$ cat src/rtl/alu_nibble_seq_if.sv
// alu_nibble_seq_if: request/response bundle between the control unit
// and the nibble-serial ALU sequencer.
interface alu_nibble_seq_if #(
  parameter int WIDTH = 16
);
  logic             start;
  logic [2:0]       op;
  logic [WIDTH-1:0] opa;
  logic [WIDTH-1:0] opb;
  logic             busy;
  logic             done;
  logic [WIDTH-1:0] result;
  logic             carry_out;
  logic             overflow;
  logic             zero;
  logic             err;

  modport master (
    output start, op, opa, opb,
    input  busy, done, result,
    input  carry_out, overflow, zero, err
  );

  modport slave (
    input  start, op, opa, opb,
    output busy, done, result,
    output carry_out, overflow, zero, err
  );
endinterface

$ cat src/rtl/alu_nibble_seq.sv
// alu_nibble_seq: runs WIDTH-bit ops on a 4-bit ALU slice, one nibble/cycle.
// Optional op counter enabled by defining ALU_SEQ_PERF_EN.
module alu_nibble_seq #(
  parameter int WIDTH = 16
) (
  input  logic              clk,
  input  logic              rst,
  alu_nibble_seq_if.slave   bus,
  output logic [15:0]       perf_ops,
  output logic [3:0]        alu_a,
  output logic [3:0]        alu_b,
  output logic              alu_cin,
  output logic              alu_binv,
  output logic              alu_sel1,
  output logic              alu_sel0,
  output logic [3:0]        alu_less,
  input  logic [3:0]        alu_result,
  input  logic              alu_co
);
  localparam int NIB = WIDTH / 4;
  localparam int CW  = (NIB > 1) ? $clog2(NIB) : 1;

  localparam logic [2:0] OP_AND = 3'b000;
  localparam logic [2:0] OP_OR  = 3'b001;
  localparam logic [2:0] OP_ADD = 3'b010;
  localparam logic [2:0] OP_SUB = 3'b110;
  localparam logic [2:0] OP_SLT = 3'b111;

  typedef enum logic [1:0] {
    S_IDLE,
    S_RUN,
    S_DONE
  } state_t;

  state_t           state_q, state_d;
  logic [CW-1:0]    cnt_q, cnt_d;
  logic             cy_q, cy_d;
  logic [2:0]       op_q, op_d;
  logic [WIDTH-1:0] opa_q, opa_d;
  logic [WIDTH-1:0] opb_q, opb_d;
  logic [WIDTH-1:0] acc_q, acc_d;
  logic [WIDTH-1:0] res_q, res_d;
  logic             co_q, co_d;
  logic             ov_q, ov_d;
  logic             err_q, err_d;

  logic legal, is_and, is_or, is_slt, arith;
  logic last, s, beff, ov_now;

  assign legal = (bus.op == OP_AND) || (bus.op == OP_OR) ||
                 (bus.op == OP_ADD) || (bus.op == OP_SUB) ||
                 (bus.op == OP_SLT);

  assign is_and = (op_q == OP_AND);
  assign is_or  = (op_q == OP_OR);
  assign is_slt = (op_q == OP_SLT);
  assign arith  = !is_and && !is_or;
  assign last   = (cnt_q == CW'(NIB - 1));

  assign alu_a    = opa_q[4*int'(cnt_q) +: 4];
  assign alu_b    = opb_q[4*int'(cnt_q) +: 4];
  assign alu_binv = (op_q == OP_SUB) || is_slt;
  assign alu_less = 4'b0000;

  // First nibble seeds the carry with binv so SUB/SLT get the +1 of two's complement
  assign alu_cin = arith ? ((cnt_q == '0) ? alu_binv : cy_q) : 1'b0;

  always_comb begin
    {alu_sel1, alu_sel0} = 2'b10;
    unique case (1'b1)
      is_and:  {alu_sel1, alu_sel0} = 2'b00;
      is_or:   {alu_sel1, alu_sel0} = 2'b01;
      default: {alu_sel1, alu_sel0} = 2'b10;
    endcase
  end

  assign s      = alu_result[3];
  assign beff   = opb_q[WIDTH-1] ^ alu_binv;
  assign ov_now = (opa_q[WIDTH-1] == beff) && (s != opa_q[WIDTH-1]);

  always_comb begin
    state_d = state_q;
    cnt_d   = cnt_q;
    cy_d    = cy_q;
    op_d    = op_q;
    opa_d   = opa_q;
    opb_d   = opb_q;
    acc_d   = acc_q;
    res_d   = res_q;
    co_d    = co_q;
    ov_d    = ov_q;
    err_d   = err_q;
    unique case (state_q)
      S_IDLE: begin
        if (bus.start) begin
          if (legal) begin
            state_d = S_RUN;
            op_d    = bus.op;
            opa_d   = bus.opa;
            opb_d   = bus.opb;
            cnt_d   = '0;
            cy_d    = 1'b0;
            err_d   = 1'b0;
          end else begin
            state_d = S_DONE;
            err_d   = 1'b1;
            res_d   = '0;
            co_d    = 1'b0;
            ov_d    = 1'b0;
          end
        end
      end
      S_RUN: begin
        acc_d[4*int'(cnt_q) +: 4] = alu_result;
        cy_d = alu_co;
        if (last) begin
          state_d = S_DONE;
          cnt_d   = '0;
          if (is_slt) begin
            res_d    = '0;
            res_d[0] = s ^ ov_now;
            co_d     = 1'b0;
            ov_d     = 1'b0;
          end else begin
            res_d = {alu_result, acc_q[WIDTH-5:0]};
            co_d  = arith ? alu_co : 1'b0;
            ov_d  = arith ? ov_now : 1'b0;
          end
        end else begin
          cnt_d = cnt_q + CW'(1);
        end
      end
      S_DONE:  state_d = S_IDLE;
      default: state_d = S_IDLE;
    endcase
  end

  always_ff @(posedge clk or posedge rst) begin
    if (rst) begin
      state_q <= S_IDLE;
      cnt_q   <= '0;
      cy_q    <= 1'b0;
      op_q    <= OP_AND;
      opa_q   <= '0;
      opb_q   <= '0;
      acc_q   <= '0;
      res_q   <= '0;
      co_q    <= 1'b0;
      ov_q    <= 1'b0;
      err_q   <= 1'b0;
    end else begin
      state_q <= state_d;
      cnt_q   <= cnt_d;
      cy_q    <= cy_d;
      op_q    <= op_d;
      opa_q   <= opa_d;
      opb_q   <= opb_d;
      acc_q   <= acc_d;
      res_q   <= res_d;
      co_q    <= co_d;
      ov_q    <= ov_d;
      err_q   <= err_d;
    end
  end

  assign bus.busy      = (state_q != S_IDLE);
  assign bus.done      = (state_q == S_DONE);
  assign bus.result    = res_q;
  assign bus.carry_out = co_q;
  assign bus.overflow  = ov_q;
  assign bus.zero      = (res_q == '0);
  assign bus.err       = err_q;

`ifdef ALU_SEQ_PERF_EN
  logic [15:0] perf_q, perf_d;

  assign perf_d = (state_q == S_DONE) ? perf_q + 16'd1 : perf_q;

  always_ff @(posedge clk or posedge rst) begin
    if (rst) perf_q <= 16'h0000;
    else     perf_q <= perf_d;
  end

  assign perf_ops = perf_q;
`else
  assign perf_ops = 16'h0000;
`endif
endmodule

$ cat src/flat_wrapper.sv
// flat-port wrapper written by rule: the top's interface ports become plain ports
module alu_nibble_seq_flat 
#(
  parameter int WIDTH = 16
)
  (clk, rst, perf_ops, alu_a, alu_b, alu_cin, alu_binv, alu_sel1, alu_sel0, alu_less, alu_result, alu_co, bus_start, bus_op, bus_opa, bus_opb, bus_busy, bus_done, bus_result, bus_carry_out, bus_overflow, bus_zero, bus_err);
  alu_nibble_seq_if #(.WIDTH(WIDTH)) bus_i ();
  input  logic clk;
  input  logic rst;
  output logic [15:0] perf_ops;
  output logic [3:0] alu_a;
  output logic [3:0] alu_b;
  output logic alu_cin;
  output logic alu_binv;
  output logic alu_sel1;
  output logic alu_sel0;
  output logic [3:0] alu_less;
  input  logic [3:0] alu_result;
  input  logic alu_co;
  input wire logic [$bits(bus_i.start)-1:0] bus_start;
  input wire logic [$bits(bus_i.op)-1:0] bus_op;
  input wire logic [$bits(bus_i.opa)-1:0] bus_opa;
  input wire logic [$bits(bus_i.opb)-1:0] bus_opb;
  output wire logic [$bits(bus_i.busy)-1:0] bus_busy;
  output wire logic [$bits(bus_i.done)-1:0] bus_done;
  output wire logic [$bits(bus_i.result)-1:0] bus_result;
  output wire logic [$bits(bus_i.carry_out)-1:0] bus_carry_out;
  output wire logic [$bits(bus_i.overflow)-1:0] bus_overflow;
  output wire logic [$bits(bus_i.zero)-1:0] bus_zero;
  output wire logic [$bits(bus_i.err)-1:0] bus_err;
  assign bus_i.start = bus_start;
  assign bus_i.op = bus_op;
  assign bus_i.opa = bus_opa;
  assign bus_i.opb = bus_opb;
  assign bus_busy = bus_i.busy;
  assign bus_done = bus_i.done;
  assign bus_result = bus_i.result;
  assign bus_carry_out = bus_i.carry_out;
  assign bus_overflow = bus_i.overflow;
  assign bus_zero = bus_i.zero;
  assign bus_err = bus_i.err;
  alu_nibble_seq #(.WIDTH(WIDTH)) u_core (.clk(clk), .rst(rst), .bus(bus_i), .perf_ops(perf_ops), .alu_a(alu_a), .alu_b(alu_b), .alu_cin(alu_cin), .alu_binv(alu_binv), .alu_sel1(alu_sel1), .alu_sel0(alu_sel0), .alu_less(alu_less), .alu_result(alu_result), .alu_co(alu_co));
endmodule
$ cat config.mk
export PLATFORM = sky130hd
export DESIGN_NAME = alu_nibble_seq_flat
export DESIGN_NICKNAME = d
export VERILOG_FILES = /design/src/rtl/alu_nibble_seq_if.sv /design/src/rtl/alu_nibble_seq.sv /design/src/flat_wrapper.sv
export SDC_FILE = /design/constraint.sdc
export NUM_CORES = 1
export LEC_CHECK = 0
export CORE_MARGIN = 2
export CORE_UTILIZATION = 43
export DETAILED_ROUTE_END_ITERATION = 10
export PLACE_DENSITY = 0.86
export SYNTH_ARGS = -nofsm -noshare
export SYNTH_HDL_FRONTEND = slang
export SYNTH_SLANG_ARGS = --single-unit
$ cat constraint.sdc
create_clock -name clk -period 2.4 [get_ports clk]
set_clock_uncertainty 0.1 [all_clocks]
set_input_delay 0.48 -clock clk [delete_from_list [all_inputs] [get_ports clk]]
set_output_delay 0.48 -clock clk [all_outputs]
set_load 0.02 [all_outputs]
# Word level (Yosys, flattened, before mapping)
# Cells that the tools add are included.
dict set report totals {
  elab_cells 89
  ff_bits 75
  in_bits 43
  output_inout_bits 54
}
dict set report classes {
  muxes 32
  shift 4
  bitwise 2
  addsub 2
  n_reduce_logical 22
  n_eq_ne 16
}
# op n
set ops {}
lappend ops {{$mux 16} 4}
lappend ops {{$neg 4->33} 1}
lappend ops {{$shift 4x33->16 const A} 1}
lappend ops {{$shiftx 4x33->16} 1}
lappend ops {{$pmux 16 s2} 1}
lappend ops {{$shiftx 16x5->4} 2}
lappend ops {{$bwmux 16} 1}
lappend ops {{$logic_not 16->1} 1}
lappend ops {{$mux 1} 15}
lappend ops {{$eq 3x3->1 const B} 4}
lappend ops {{$mux 2} 6}
lappend ops {{$pmux 2 s2} 2}
lappend ops {{$eq 3x1->1 const B} 2}
lappend ops {{$logic_not 3->1} 2}
lappend ops {{$pmux 1 s2} 3}
lappend ops {{$reduce_and 3->1} 2}
lappend ops {{$logic_or 1x1->1} 5}
lappend ops {{$eq 2x2->1 const B} 2}
lappend ops {{$logic_not 2->1} 2}
lappend ops {{$ne 2x1->1 const B} 2}
lappend ops {{$ne 2x2->1 const B} 2}
lappend ops {{$reduce_and 2->1} 2}
lappend ops {{$reduce_and 4->1} 1}
lappend ops {{$reduce_bool 2->1} 2}
lappend ops {{other kinds (9)} 12}

# Depth between registers and ports, before layout
# Gate-level depths: netlist (run 1).
dict set report depth {
  ltp_word 9
  ltp_mapped 6
  ltp_nobuf 5
}

# Least setup slack after synthesis (run 1)
# No wires, ideal clock.
dict set report synth_timing {
  kind {reg2out}
  start {register u_core.cnt_q[1]}
  end {output port alu_cin}
  required_ps 1820
  n_path_buf 1
  stages_incl_launch_ff 7
  arrival_time_ps 1617
  setup_slack_ps 203
  path_cell_list {dfrtp_1 -> clkbuf_1 -> inv_1 -> ha_1 -> mux2_2 -> nand2_1 -> o21ai_0}
}
dict set report synth_via {
  elab_chain_cells 3
}
# item line_no
set synth_lines {}
lappend synth_lines {{start, declared} alu_nibble_seq.sv:36} ;# logic [CW-1:0] cnt_q, cnt_d;
lappend synth_lines {{start signal, assigned} alu_nibble_seq.sv:153} ;# cnt_q <= cnt_d;
lappend synth_lines {{$logic_not 2->1} alu_nibble_seq.sv:66} ;# assign alu_cin = arith ? ((cnt_q == '0) ? alu_binv : cy_q) : 1'b0;
lappend synth_lines {{$mux 1 (2 in series)} alu_nibble_seq.sv:66}
lappend synth_lines {{end, declared} flat_wrapper.sv:13} ;# output logic alu_cin;
# No other way between the ends.

# Worst setup path after layout (run 1)
dict set report layout_timing {
  start {register u_core.cnt_q[0]}
  end {output port alu_b[3]}
}
dict set report layout_via {
  elab_chain_cells 1
}
# item line_no
set layout_lines {}
lappend layout_lines {{$shiftx 16x5->4} alu_nibble_seq.sv:61} ;# assign alu_b = opb_q[4*int'(cnt_q) +: 4];
lappend layout_lines {{end, declared} flat_wrapper.sv:12} ;# output logic [3:0] alu_b;
# No other way between the ends.

==> impl_metrics.env, run 1 <==
export IMPL_drive_gt1_frac=0.244
export IMPL_postRouteAntennaNets=0
export IMPL_whs_ps=403
export IMPL_yosys_warnings=0
export IMPL_drt_iter0_markers=82
export IMPL_setup_violations=0
export IMPL_layout_nets=383
export IMPL_hold_violations=0
export IMPL_crit_chain="buf_4, mux4_2, dlygate4sd2_1"
export IMPL_cp_start_kind="register"
export IMPL_ys_types=43
export IMPL_period_needed_ps=2330
export IMPL_synth_seq_area_share=0.511
export IMPL_fillers=647
export IMPL_cts_sinks=71
export IMPL_status="finished, final reports clean"
export IMPL_cts_tree="yes"
export IMPL_synth_mux_area_frac=0.196
export IMPL_cpPeakStageDelay_ps=510
export IMPL_postSynth_asyncResetShare=1.00
export IMPL_setup_slack_ps=73.2
export IMPL_worst_pin_slew_ps=649
export IMPL_grt_overflow_total=0
export IMPL_antenna_found_initial=0
export IMPL_fmax_mhz=430
export IMPL_synthAdderAreaFrac=0.0180
export IMPL_synth_top_family_by_area="multiplexers"
export IMPL_cts_clk_slew_worst_paths_ps=70
export IMPL_drt_pass1_iter_count=5
export IMPL_clock_latency_ps=340
export IMPL_synth_xor_area_frac=0
export IMPL_dieArea_mm2=0.00882
export IMPL_vdd_drop_max_mv=0.653
export IMPL_crit_required_ps=1820
export IMPL_drc_errors=0
export IMPL_vias=2299
export IMPL_antenna_cells=0
export IMPL_cp_arrival_ps=1750
export IMPL_syn_avg_cell_area_um2=14.0
export IMPL_endpoint_kind="output port"
export IMPL_numPortBuffers=76
export IMPL_finalMaxSlewViolations=0
export IMPL_rsz0062_at_grt="true"
export IMPL_post_drt_wl_per_cell_um=16.6
export IMPL_cts_root_buffer="clkbuf_8"
export IMPL_place_congestion=0.811
export IMPL_path_max_fanout=6
export IMPL_dp_slack_ps=124
export IMPL_initial_core_util=0.447
export IMPL_slowest_stage="mux4_2"
export IMPL_synth_ff_type="dfrtp_1"
export IMPL_grt_pass1_vias=2376
export IMPL_mostFrequentLayoutCell="dfrtp_1"
export IMPL_synth_compound_area_frac=0.111
export IMPL_setup_tns_ps=0
export IMPL_fp_row_count=32
export IMPL_drt_wl_total_um=7340
export IMPL_yosys_area_share_simple=0.0911
export IMPL_hp_class="reg2reg"
export IMPL_clockBufferDepth=2
export IMPL_cts_made_buffers=9
export IMPL_p_leak_nw=2.11
export IMPL_p_per_area_mw_per_mm2=1280
export IMPL_core_area_mm2=0.00777
export IMPL_track_usage=0.177
export IMPL_hpwl_um=5510
export IMPL_die_h_um=93.9
export IMPL_die_width_um=93.9
export IMPL_syn_to_final_growth_pct=30.3
export IMPL_ios=97
export IMPL_utilization=0.583
export IMPL_grt_max_degree=72
export IMPL_cap_viol_max_count=0
export IMPL_synth_edf_count=0
export IMPL_htree_levels=3
export IMPL_synth_top_area_frac=0.511
export IMPL_ys_ff_latch=71
export IMPL_slew_headroom=0.567
export IMPL_synth_area_leaders="dfrtp_1 51%, mux2_4 12%, a22o_1 6.8%"
export IMPL_synth_area_leader_cell="dfrtp_1"
export IMPL_via_per_inst=5.20
export IMPL_cp_num_buf_inv=2
export IMPL_crit_family="buffers and inverters"
export IMPL_crit_type="reg2out"
export IMPL_synth_area_mm2=0.00347
export IMPL_syn_inst=248
export IMPL_final_cell_mix="71 x dfrtp_1, 65 x clkdlybuf4s50_1, 28 x mux2_4"
export IMPL_grt_pass1_wl_um=11800
export IMPL_cts_hold_buffers_added=0
export IMPL_period_share=0.970
-- area by class of cell --
class,count,area [um2],area share
clock inverter,4,52.6,0.0116
tap,102,128,0.0282
multi-input combinational,160,1520,0.336
inverter,7,26.3,0.00580
timing repair buffer,86,860,0.190
clock buffer,12,165,0.0365
sequential,71,1780,0.392
-- routing by layer --
layer  GRT usage  up-vias  share of wire
li1            -     1051              -
met1       0.218     1143           0.42
met2       0.296       96           0.50
met3      0.0522        9          0.069
met4      0.0640        0          0.012
met5           0        -              0
-- worst paths after layout --
check                                  startpoint                     to  slack (ps)  cells past startpoint
worst max-delay path              u_core.cnt_q[0]               alu_b[3]          70                      3
worst min-delay path               u_core.bus.err         u_core.bus.err         400                      1
worst max register to register  u_core.state_q[0]   u_core.bus.result[7]         400                      4
worst min register to register     u_core.bus.err         u_core.bus.err         400                      1
max in group asynchronous                     rst  u_core.bus.result[14]        1470                      3
min in group asynchronous                     rst   u_core.bus.result[6]         440                      3
-- state kept, by name (all words and copies together) (netlist names) --
name	flops
u_core.op_q	3
u_core.opb_q	16
u_core.bus.overflow	1
u_core.cy_q	1
u_core.bus.err	1
u_core.acc_q	12
u_core.opa_q	16
u_core.state_q	2
u_core.cnt_q	2
u_core.bus.carry_out	1
u_core.bus.result	16
-- power breakdown --
group	total (W)	internal [W]	switching [W]	leakage, nW
clock	0.00100	0.000565	0.000436	0.101
combinational	0.00272	0.00147	0.00124	1.11
sequential	0.00208	0.00170	0.000377	0.901
total	0.00579	0.00374	0.00206	2.11
-- stage by stage --
step | instances | cell area, um2 | total power (W)
2_1_floorplan | 267 | 3550 | 0.00391
3_3_place_gp | 426 | 4320 | 0.00484
3_5_place_dp | 426 | 4320 | 0.00496
4_1_cts | 442 | 4530 | 0.00583
5_1_grt | 442 | 4530 | 0.00612
6_report | 442 | 4530 | 0.00579
-- cells by family after synthesis --
family          Yosys count
other cells               1
simple gates             43
buf+inv                  36
mux                      43
compound gates           49
fa+ha+maj                 5
flops                    71
-- synthesized netlist by cell type, drive strengths merged, types with 3 or more instances --
cell type  number
dfrtp          71
mux2           35
buf            28
a22o           27
nand2          11
mux4            8
a21oi           7
inv             7
o21ai           6
ha              5
nor2            5
nand2b          4
nor4            4
nor4b           3
-- what timing repair did --
action | in CTS | in global routing
setup endpoints to repair | 11 | 7
setup buffers | 0 | 0
resized for setup | 12 | 3
Note: power is estimated with default switching activity, not from simulation.
==> run 2: changes to the inputs <==
--- a/config.mk
+++ b/config.mk
@@ -9,6 +9,7 @@
 export CORE_UTILIZATION = 43
 export DETAILED_ROUTE_END_ITERATION = 10
 export PLACE_DENSITY = 0.86
+export SLEW_MARGIN = 20
 export SYNTH_ARGS = -nofsm -noshare
 export SYNTH_HDL_FRONTEND = slang
 export SYNTH_SLANG_ARGS = --single-unit
==> results of run 2 <==
Same layout as run 1: the final DEF is identical, and so are final timing and power.
==> run 3: changes to the inputs <==
--- a/config.mk
+++ b/config.mk
@@ -8,7 +8,7 @@
 export CORE_MARGIN = 2
 export CORE_UTILIZATION = 43
 export DETAILED_ROUTE_END_ITERATION = 10
-export PLACE_DENSITY = 0.86
+export PLACE_DENSITY = 0.77
 export SLEW_MARGIN = 20
 export SYNTH_ARGS = -nofsm -noshare
 export SYNTH_HDL_FRONTEND = slang
==> run 3 against run 2 <==
Against the previous run:
- die area did not move
- total power fell by 0.47%
- register-to-register slack barely moved
- global-route usage rose by 0.055 points
==> impl_metrics.env, run 3 (same netlist as run 1, synthesis figures left out) <==
export IMPL_status="finished, final reports clean"
export IMPL_hp_class="in2async"
export IMPL_grt_pass1_vias=2350
export IMPL_path_max_fanout=6
export IMPL_setup_violations=0
export IMPL_crit_type="reg2out"
export IMPL_p_per_area_mw_per_mm2=1260
export IMPL_cts_root_buffer="clkbuf_8"
export IMPL_via_per_inst=5.14
export IMPL_cpPeakStageDelay_ps=520
export IMPL_fin_area_mm2=0.00456
export IMPL_cts_resized=13
export IMPL_cts_tree="yes"
export IMPL_hold_violations=0
export IMPL_endpoint_kind="output port"
export IMPL_cts_hold_buffers_added=0
export IMPL_drt_pass1_iter_count=4
export IMPL_crit_required_ps=1820
export IMPL_postRouteAntennaNets=0
export IMPL_post_drt_wl_per_cell_um=15.8
export IMPL_drc_errors=0
export IMPL_utilization=0.587
export IMPL_syn_to_final_growth_pct=31.3
export IMPL_period_needed_ps=2370
export IMPL_grt_overflow_total=0
export IMPL_dpl_cell_area_mm2=0.00436
export IMPL_antenna_found_initial=0
export IMPL_grt_pass1_wl_um=11900
export IMPL_final_cell_mix="71 x dfrtp_1, 65 x clkdlybuf4s50_1, 28 x mux2_4"
export IMPL_whs_ps=368
export IMPL_htree_levels=3
export IMPL_fp_row_count=32
export IMPL_mostFrequentLayoutCell="dfrtp_1"
export IMPL_slowest_stage="mux4_2"
export IMPL_clockBufferDepth=2
export IMPL_r2r_start="u_core.state_q[1]"
export IMPL_dieArea_mm2=0.00882
export IMPL_period_share=0.986
export IMPL_initial_core_util=0.447
export IMPL_die_h_um=93.9
export IMPL_slew_headroom=0.571
export IMPL_fin_cells=444
export IMPL_clock_latency_ps=350
export IMPL_drt_wl_total_um=7020
export IMPL_vias=2283
export IMPL_finalMaxSlewViolations=0
export IMPL_cts_sinks=71
export IMPL_hpwl_um=5250
export IMPL_layout_nets=385
export IMPL_cp_start_kind="register"
export IMPL_core_area_mm2=0.00777
export IMPL_dpl_cell_count=428
export IMPL_cap_viol_max_count=0
export IMPL_crit_start="u_core.cnt_q[0]"
export IMPL_drt_iter0_markers=120
export IMPL_p_leak_nw=2.13
export IMPL_track_usage=0.178
export IMPL_place_congestion=0.777
export IMPL_vdd_drop_max_mv=0.619
export IMPL_fmax_mhz=423
export IMPL_numPortBuffers=76
export IMPL_worst_pin_slew_ps=643
export IMPL_cts_setup_buffers=0
export IMPL_cts_made_buffers=9
export IMPL_cp_arrival_ps=1790
export IMPL_drive_gt1_frac=0.249
export IMPL_die_width_um=93.9
export IMPL_antenna_cells=0
export IMPL_rsz0062_at_grt="true"
export IMPL_crit_chain="buf_4, mux4_2, dlygate4sd2_1"
export IMPL_grt_max_degree=29
export IMPL_cts_clk_slew_worst_paths_ps=80
export IMPL_ios=97
-- run 3: report_power, final --
group	internal [W]	switching, W
Combinational	0.00149	0.00123
Clock	0.000539	0.000450
Sequential	0.00170	0.000365
-- run 3: routing by layer --
layer | part of all wire | track usage
met4 | 0.021 | 0.0833
met5 | 0 | 0
met2 | 0.46 | 0.271
met1 | 0.45 | 0.237
met3 | 0.071 | 0.0474
-- run 3: path summary, 6_finish.rpt --
kind / end / slack, ps / depth (start not counted)
max reg2reg: u_core.bus.result[4] / 400 / 4
min: u_core.opa_q[0] / 370 / 2
max in group asynchronous: u_core.acc_q[3] / 1340 / 3
min reg2reg: u_core.bus.result[3] / 390 / 1
min in group clk: u_core.bus.result[3] / 390 / 1
max: alu_a[3] / 30 / 3
-- run 3: worst max-delay path, delay by kind of cell (launching register included) --
family / cells / cell delay, ps
flops: 1 / 380
mux: 1 / 520
buf+inv: 2 / 540
-- run 3: area by class of cell --
class | count | area, um2
Inverter | 7 | 26.3
Tap cell | 102 | 128
Multi-Input combinational cell | 160 | 1530
Timing Repair Buffer | 88 | 896
Fill cell | 629 | 3210
Clock inverter | 4 | 53.8
Sequential cell | 71 | 1780
Clock buffer | 12 | 155
-- run 3: through the flow --
| step | total power (W) | worst slack [ps] | TNS (ps) |
|---|---|---|---|
| after global routing | 0.00614 | -43.6 | -278 |
| after global placement | 0.00488 | 148 | 0 |
| final | 0.00577 | 34.4 | 0 |
| after CTS | 0.00583 | -22.4 | -22.4 |
| after detailed placement | 0.00494 | 94.4 | 0 |
| after floorplan | 0.00391 | 23.4 | 0 |
